$ cat src/rtl/crg_pkg.sv
// Shared types and helpers for the CRG clock-enable / reset sequencer.
// Holds the per-channel state enum and the channel counter width.
package crg_pkg;

    typedef enum logic [2:0] {
        OFF,
        SETTLE,
        HOLD,
        RUN,
        DRAIN
    } crg_ch_state_e;

    function automatic int crg_cnt_w(input int g, input int r);
        return $clog2(((g > r) ? g : r) + 1);
    endfunction

endpackage

$ cat src/rtl/crg_ch_fsm.sv
// One output-clock channel: gate off, switch mux, settle, gate on,
// hold reset, release. Drops to OFF whenever lock_ok is low.
module crg_ch_fsm
    import crg_pkg::*;
#(
    parameter int GATE_CYC = 8,
    parameter int RST_HOLD = 16
)(
    input  logic clk,
    input  logic rst,
    input  logic lock_ok,
    input  logic req_en,
    input  logic req_sel,
    output logic clk_en,
    output logic clk_sel,
    output logic rst_out,
    output logic ch_ready
);

    localparam int CW = crg_cnt_w(GATE_CYC, RST_HOLD);
    localparam logic [CW-1:0] G_LD = CW'(GATE_CYC - 1);
    localparam logic [CW-1:0] R_LD = CW'(RST_HOLD - 1);

    crg_ch_state_e   state;
    logic [CW-1:0]   cnt;

    always_ff @(posedge clk or posedge rst) begin
        if (rst) begin
            state    <= OFF;
            cnt      <= '0;
            clk_en   <= 1'b0;
            clk_sel  <= 1'b0;
            rst_out  <= 1'b1;
            ch_ready <= 1'b0;
        end else if (!lock_ok) begin
            state    <= OFF;
            cnt      <= '0;
            clk_en   <= 1'b0;
            rst_out  <= 1'b1;
            ch_ready <= 1'b0;
        end else begin
            unique case (state)
                OFF: begin
                    // mux select only moves here, with the gate closed
                    if (req_en) begin
                        state   <= SETTLE;
                        cnt     <= G_LD;
                        clk_sel <= req_sel;
                    end
                end
                SETTLE: begin
                    if (!req_en) begin
                        state <= OFF;
                    end else if (cnt == '0) begin
                        state  <= HOLD;
                        cnt    <= R_LD;
                        clk_en <= 1'b1;
                    end else begin
                        cnt <= cnt - CW'(1);
                    end
                end
                HOLD: begin
                    if (!req_en) begin
                        state <= DRAIN;
                        cnt   <= G_LD;
                    end else if (cnt == '0) begin
                        state    <= RUN;
                        rst_out  <= 1'b0;
                        ch_ready <= 1'b1;
                    end else begin
                        cnt <= cnt - CW'(1);
                    end
                end
                RUN: begin
                    if (!req_en || (req_sel != clk_sel)) begin
                        state    <= DRAIN;
                        cnt      <= G_LD;
                        rst_out  <= 1'b1;
                        ch_ready <= 1'b0;
                    end
                end
                DRAIN: begin
                    // clock keeps running so downstream flops see reset
                    if (cnt == '0) begin
                        state  <= OFF;
                        clk_en <= 1'b0;
                    end else begin
                        cnt <= cnt - CW'(1);
                    end
                end
                default: begin
                    state    <= OFF;
                    cnt      <= '0;
                    clk_en   <= 1'b0;
                    rst_out  <= 1'b1;
                    ch_ready <= 1'b0;
                end
            endcase
        end
    end

endmodule

$ cat src/rtl/crg_seq_ctrl.sv
// CRG clock-enable and reset sequencer: lock filter plus NUM_CLK channels.
// Define CRG_SEQ_LOSS_CNT_EN to add the saturating lock_loss_cnt output.
module crg_seq_ctrl
    import crg_pkg::*;
#(
    parameter int NUM_CLK   = 4,
    parameter int GATE_CYC  = 8,
    parameter int RST_HOLD  = 16,
    parameter int LOCK_FILT = 32
)(
    input  logic               clk_src,
    input  logic               rst_sys,
    input  logic               pll_locked,
    input  logic [NUM_CLK-1:0] req_en,
    input  logic [NUM_CLK-1:0] req_sel,
    output logic [NUM_CLK-1:0] clk_en,
    output logic [NUM_CLK-1:0] clk_sel,
    output logic [NUM_CLK-1:0] rst_out,
    output logic [NUM_CLK-1:0] ch_ready,
    output logic               all_ready,
`ifdef CRG_SEQ_LOSS_CNT_EN
    output logic [7:0]         lock_loss_cnt,
`endif
    output logic               lock_ok
);

    localparam int FW = $clog2(LOCK_FILT + 1);

    logic          lk_s1;
    logic          lk_s;
    logic [FW-1:0] filt_cnt;

    always_ff @(posedge clk_src or posedge rst_sys) begin
        if (rst_sys) begin
            lk_s1     <= 1'b0;
            lk_s      <= 1'b0;
            filt_cnt  <= '0;
            lock_ok   <= 1'b0;
            all_ready <= 1'b0;
        end else begin
            lk_s1     <= pll_locked;
            lk_s      <= lk_s1;
            all_ready <= &ch_ready;
            if (!lk_s) begin
                filt_cnt <= '0;
                lock_ok  <= 1'b0;
            end else if (!lock_ok) begin
                if (filt_cnt == FW'(LOCK_FILT - 1))
                    lock_ok <= 1'b1;
                else
                    filt_cnt <= filt_cnt + FW'(1);
            end
        end
    end

`ifdef CRG_SEQ_LOSS_CNT_EN
    // lock_ok falls exactly when it is high and lk_s is low
    always_ff @(posedge clk_src or posedge rst_sys) begin
        if (rst_sys)
            lock_loss_cnt <= 8'd0;
        else if (lock_ok && !lk_s && (lock_loss_cnt != 8'hFF))
            lock_loss_cnt <= lock_loss_cnt + 8'd1;
    end
`endif

    for (genvar i = 0; i < NUM_CLK; i++) begin : g_ch
        crg_ch_fsm #(
            .GATE_CYC (GATE_CYC),
            .RST_HOLD (RST_HOLD)
        ) u_ch (
            .clk      (clk_src),
            .rst      (rst_sys),
            .lock_ok  (lock_ok),
            .req_en   (req_en[i]),
            .req_sel  (req_sel[i]),
            .clk_en   (clk_en[i]),
            .clk_sel  (clk_sel[i]),
            .rst_out  (rst_out[i]),
            .ch_ready (ch_ready[i])
        );
    end

endmodule
$ cat config.mk
export PLATFORM = sky130hd
export DESIGN_NAME = crg_seq_ctrl
export DESIGN_NICKNAME = d
export VERILOG_FILES = /design/src/rtl/crg_pkg.sv /design/src/rtl/crg_ch_fsm.sv /design/src/rtl/crg_seq_ctrl.sv
export SDC_FILE = /design/constraint.sdc
export NUM_CORES = 1
export LEC_CHECK = 0
export BUFFER_PORTS_ARGS = -buffer_cell sky130_fd_sc_hd__buf_2
export CAP_MARGIN = 20
export CORE_MARGIN = 2
export CORE_UTILIZATION = 29
export DETAILED_ROUTE_END_ITERATION = 10
export PLACE_DENSITY_LB_ADDON = 0.05
export SYNTH_ARGS = -nofsm -noshare
export SYNTH_HDL_FRONTEND = slang
export SYNTH_SLANG_ARGS = --single-unit
export TNS_END_PERCENT = 10
$ cat constraint.sdc
create_clock -name clk_src -period 2.36 [get_ports clk_src]
set_input_delay 0.236 -clock clk_src [delete_from_list [all_inputs] [get_ports clk_src]]
set_output_delay 0.236 -clock clk_src [all_outputs]
set_load 0.1 [all_outputs]
==> results.md <==
* Status: finished clean
* EDFF count, synth at 0
* H-tree Lvls at 3
* Crit path launch type: flip-flop
* Worst VDD drop at between 200 and 300 uV
* Total Wirelength at 9120 um
* Cell Int Power at between 1.5 and 2 mW
* Worst-margin pin slew at roughly 570 ps
* Synth async-reset ratio at 1.00
* YS warnings at 0
* Unrepaired setup endpoints after global routing: no
* Hold Violations, Final at 0
* Netlist cell types at 65
* Sequential power share at 0.420
* Synth Net Count at about 470
* DP Wirelength at approximately 6300 um
* Net count, final at between 400 and 500
* Top cell by count, worst path: ha_1
* WL/cell at ~14 um
* Worst path max stage delay at roughly 410 ps
* Worst hold path class: in2reg
* Placed Instance Area at 4030 um^2
* Num ports at 29
* Vias/cell at between 5 and 6
* CP max stage cell: dfrtp_1
* Layout cell share with drive strength beyond 1 at 0.170
* 1st-pass router iterations at 4
* Pin count of the biggest net entering global routing at between 50 and 60
* Synthesized flop and latch total at 58
* Core ar. at 12700 um^2
* Routed Antenna Nets at 0
* Sw frac at 0.216
* Post-Layout Cell Count at 637
* Initial Util at 0.299
* Syn-to-layout area delta at 14.4%
* Worst Setup End Kind: flip-flop
* Comb power frac at 0.033
* Clock Pin Slew Worst Setup and Hold Paths at approximately 50 ps
* Ant. Diodes at 0
* Pre-CTS setup slack at about 320 ps
* Gr ovfl total at 0
* Mapped Cells at about 450
* DRC Markers at 0
* PortBufs at 28
* CTS Buf Count at 9
* Peak Freq at about 0.49 GHz
* Register area at about 1500 um^2
* CTS Buffer Depth at 2
* Vert. Die Dim at 119 um
* Total Routing Usage GR at 0.139
* Register area share after synthesis at 0.382
* Worst skew pair latency at roughly 330 ps
* Power Density at between 500 and 600 nW/um^2
* First-pass GRT wire length at approximately 16000 um
* R2r setup slk at approximately 320 ps
* Final setup vio count at 0
* Clock Sink Count at 58
* Clk pwr share at 0.546
* Clock skew at ~6.1 ps
* Cell chain of the critical path: inv_1, ha_1, nor4b_4, inv_4, ha_1, a21o_1, a21oi_1, o211ai_1, o21ai_0
* Syn_area_per_cell at between 8 and 9 um^2
* Period utilization at 0.864
* Die Span X at ~120 um
* Slew HR at 0.620
* Setup_tns at 0 ps
* Area of the multi-input gates at roughly 2000 um^2
* Commonest non-fill, non-tap cell in the layout: dfrtp_1
* Vias in the first global route at 3150
* Post-layout min period at approximately 2000 ps
* Gpl congestion at ~0.8
* Worst-path fanout max at 9
* CP Class: reg2reg
* Initial antenna violation count at 0
* Primary FF master, synth: dfrtp_1
* Area of the die at 14100 um^2
* Core Rows at 41
* Arr. time, crit path at approximately 2300 ps
* Root Driver: clkbuf_16
* Worst hold slack at roughly 160 ps
* Post-route cell area at roughly 4400 um^2
* Psw at 0.518 mW
* Mapped Area at approximately 3800 um^2
* Fillers at roughly 1400
* DRT iter0 DRCs at ~230
* Placed insts at around 620
* P_leak at 1.92 nW
* Buf+Inv Stages, Crit Path at 2
* DR vias at 3211
* Most frequent cells in the layout: dfrtp_1, nand2_1, o21ai_0, nor2_1, buf_2
* CP Data Required Time at 2620 ps
* CTS tree: done
* Cell family with most CP delay: compound AO/OA/AOI/OAI gates
* Final Max Slew Viols at 0
* MaxCap Viol Count at 0
* Final worst slack at 320 ps
[repair_timing]
action,in CTS,in global routing
buffers inserted,0,0
gates resized for setup,0,0
endpoints found under the hold margin,55,0
hold buffers,2,0
[final timing paths]
kind	start	to	cells after the start
setup / recovery	g_ch[3].u_ch.cnt[0]	g_ch[3].u_ch.cnt[0]	9
hold / removal	req_sel[0]	g_ch[0].u_ch.clk_sel	2
setup reg to reg	g_ch[3].u_ch.cnt[0]	g_ch[3].u_ch.cnt[0]	9
hold reg to reg	lk_s1	lk_s	0
max in group asynchronous	rst_sys	g_ch[2].u_ch.rst_out	4
min in group asynchronous	rst_sys	g_ch[0].u_ch.state[0]	4
[layer usage]
| metal | routed length, um | share of wire | up-vias | GRT usage |
|---|---|---|---|---|
| met2 | 4190 | 0.46 | 62 | 0.211 |
| met5 | 0 | 0 | - | 0 |
| met4 | 146 | 0.016 | 0 | 0.0491 |
| li1 | - | - | 1612 | - |
| met3 | 366 | 0.040 | 15 | 0.0444 |
| met1 | 4410 | 0.48 | 1522 | 0.187 |
[cells by family (layout without fill, tap and decap cells)]
group	count (synthesis)	in the layout	share of synthesized area
simple gates	162	162	0.231
mux	6	6	0.0174
fa+ha+maj	9	9	0.0296
xor+xnor	13	13	0.0299
compound gates	132	132	0.223
buf+inv	69	85	0.0867
flops	58	58	0.382
[synth_stat cells, types with 3 or more instances]
library cell	number	area, um^2
dfstp_2	4	105
xor2_1	7	61.3
nor3_1	14	70.1
nand2_1	50	188
nand2b_1	7	43.8
o211ai_1	4	30.0
a211oi_1	3	22.5
o21ai_0	40	200
ha_1	9	113
clkbuf_1	19	71.3
buf_2	4	20.0
xnor2_1	6	52.6
o21ai_1	4	20.0
nor2_1	38	143
nor3b_1	3	22.5
buf_4	17	128
and2_1	4	25.0
a41oi_1	4	35.0
mux2_2	5	56.3
nor2b_1	11	68.8
nor4b_4	3	71.3
o22ai_1	6	37.5
nand3_1	5	25.0
dfrtp_1	54	1350
a31oi_1	9	56.3
o22a_1	3	26.3
o31ai_1	4	30.0
o21a_1	7	52.6
a21oi_2	3	26.3
a21oi_1	23	115
inv_1	25	93.8
a21o_1	4	30.0
and3b_1	3	26.3
nand4_1	4	25.0
[through the flow]
| step | total power, mW | utilization |
|---|---|---|
| after global routing | 2.49 | 0.342 |
| final | 2.40 | 0.342 |
| after global placement | 1.10 | 0.317 |
| after CTS | 2.46 | 0.342 |
| after floorplan | 1.08 | - |
| after detailed placement | 1.10 | 0.317 |
[power groups by stage]
| stage | Sequential [mW] | Clock, mW | Combinational [mW] |
|---|---|---|---|
| floorplan | 1.02 | 0 | 0.0521 |
| global placement | 1.02 | 0 | 0.0806 |
| detailed placement | 1.02 | 0 | 0.0802 |
| CTS | 1.01 | 1.37 | 0.0830 |
| global route | 1.01 | 1.39 | 0.0926 |
| finish | 1.01 | 1.31 | 0.0797 |
[registers in the layout (all words and copies together), names as in the netlist]
| name | flops |
|---|---|
| g_ch.u_ch.cnt | 20 |
| g_ch.u_ch.state | 12 |
| filt_cnt | 6 |
| g_ch.u_ch.ch_ready | 4 |
| g_ch.u_ch.clk_en | 4 |
| g_ch.u_ch.clk_sel | 4 |
| g_ch.u_ch.rst_out | 4 |
| all_ready | 1 |
| lk_s | 1 |
| lk_s1 | 1 |
| lock_ok | 1 |
[cell type report]
cell class / instances / area share
sequential: 58 / 0.334
inverter: 29 / 0.0256
multi-input combinational: 322 / 0.464
clock buffer: 15 / 0.0684
tap: 172 / 0.0494
clock inverter: 1 / 0.00115
timing repair buffer: 40 / 0.0569
(Power assumes the default switching activity.)
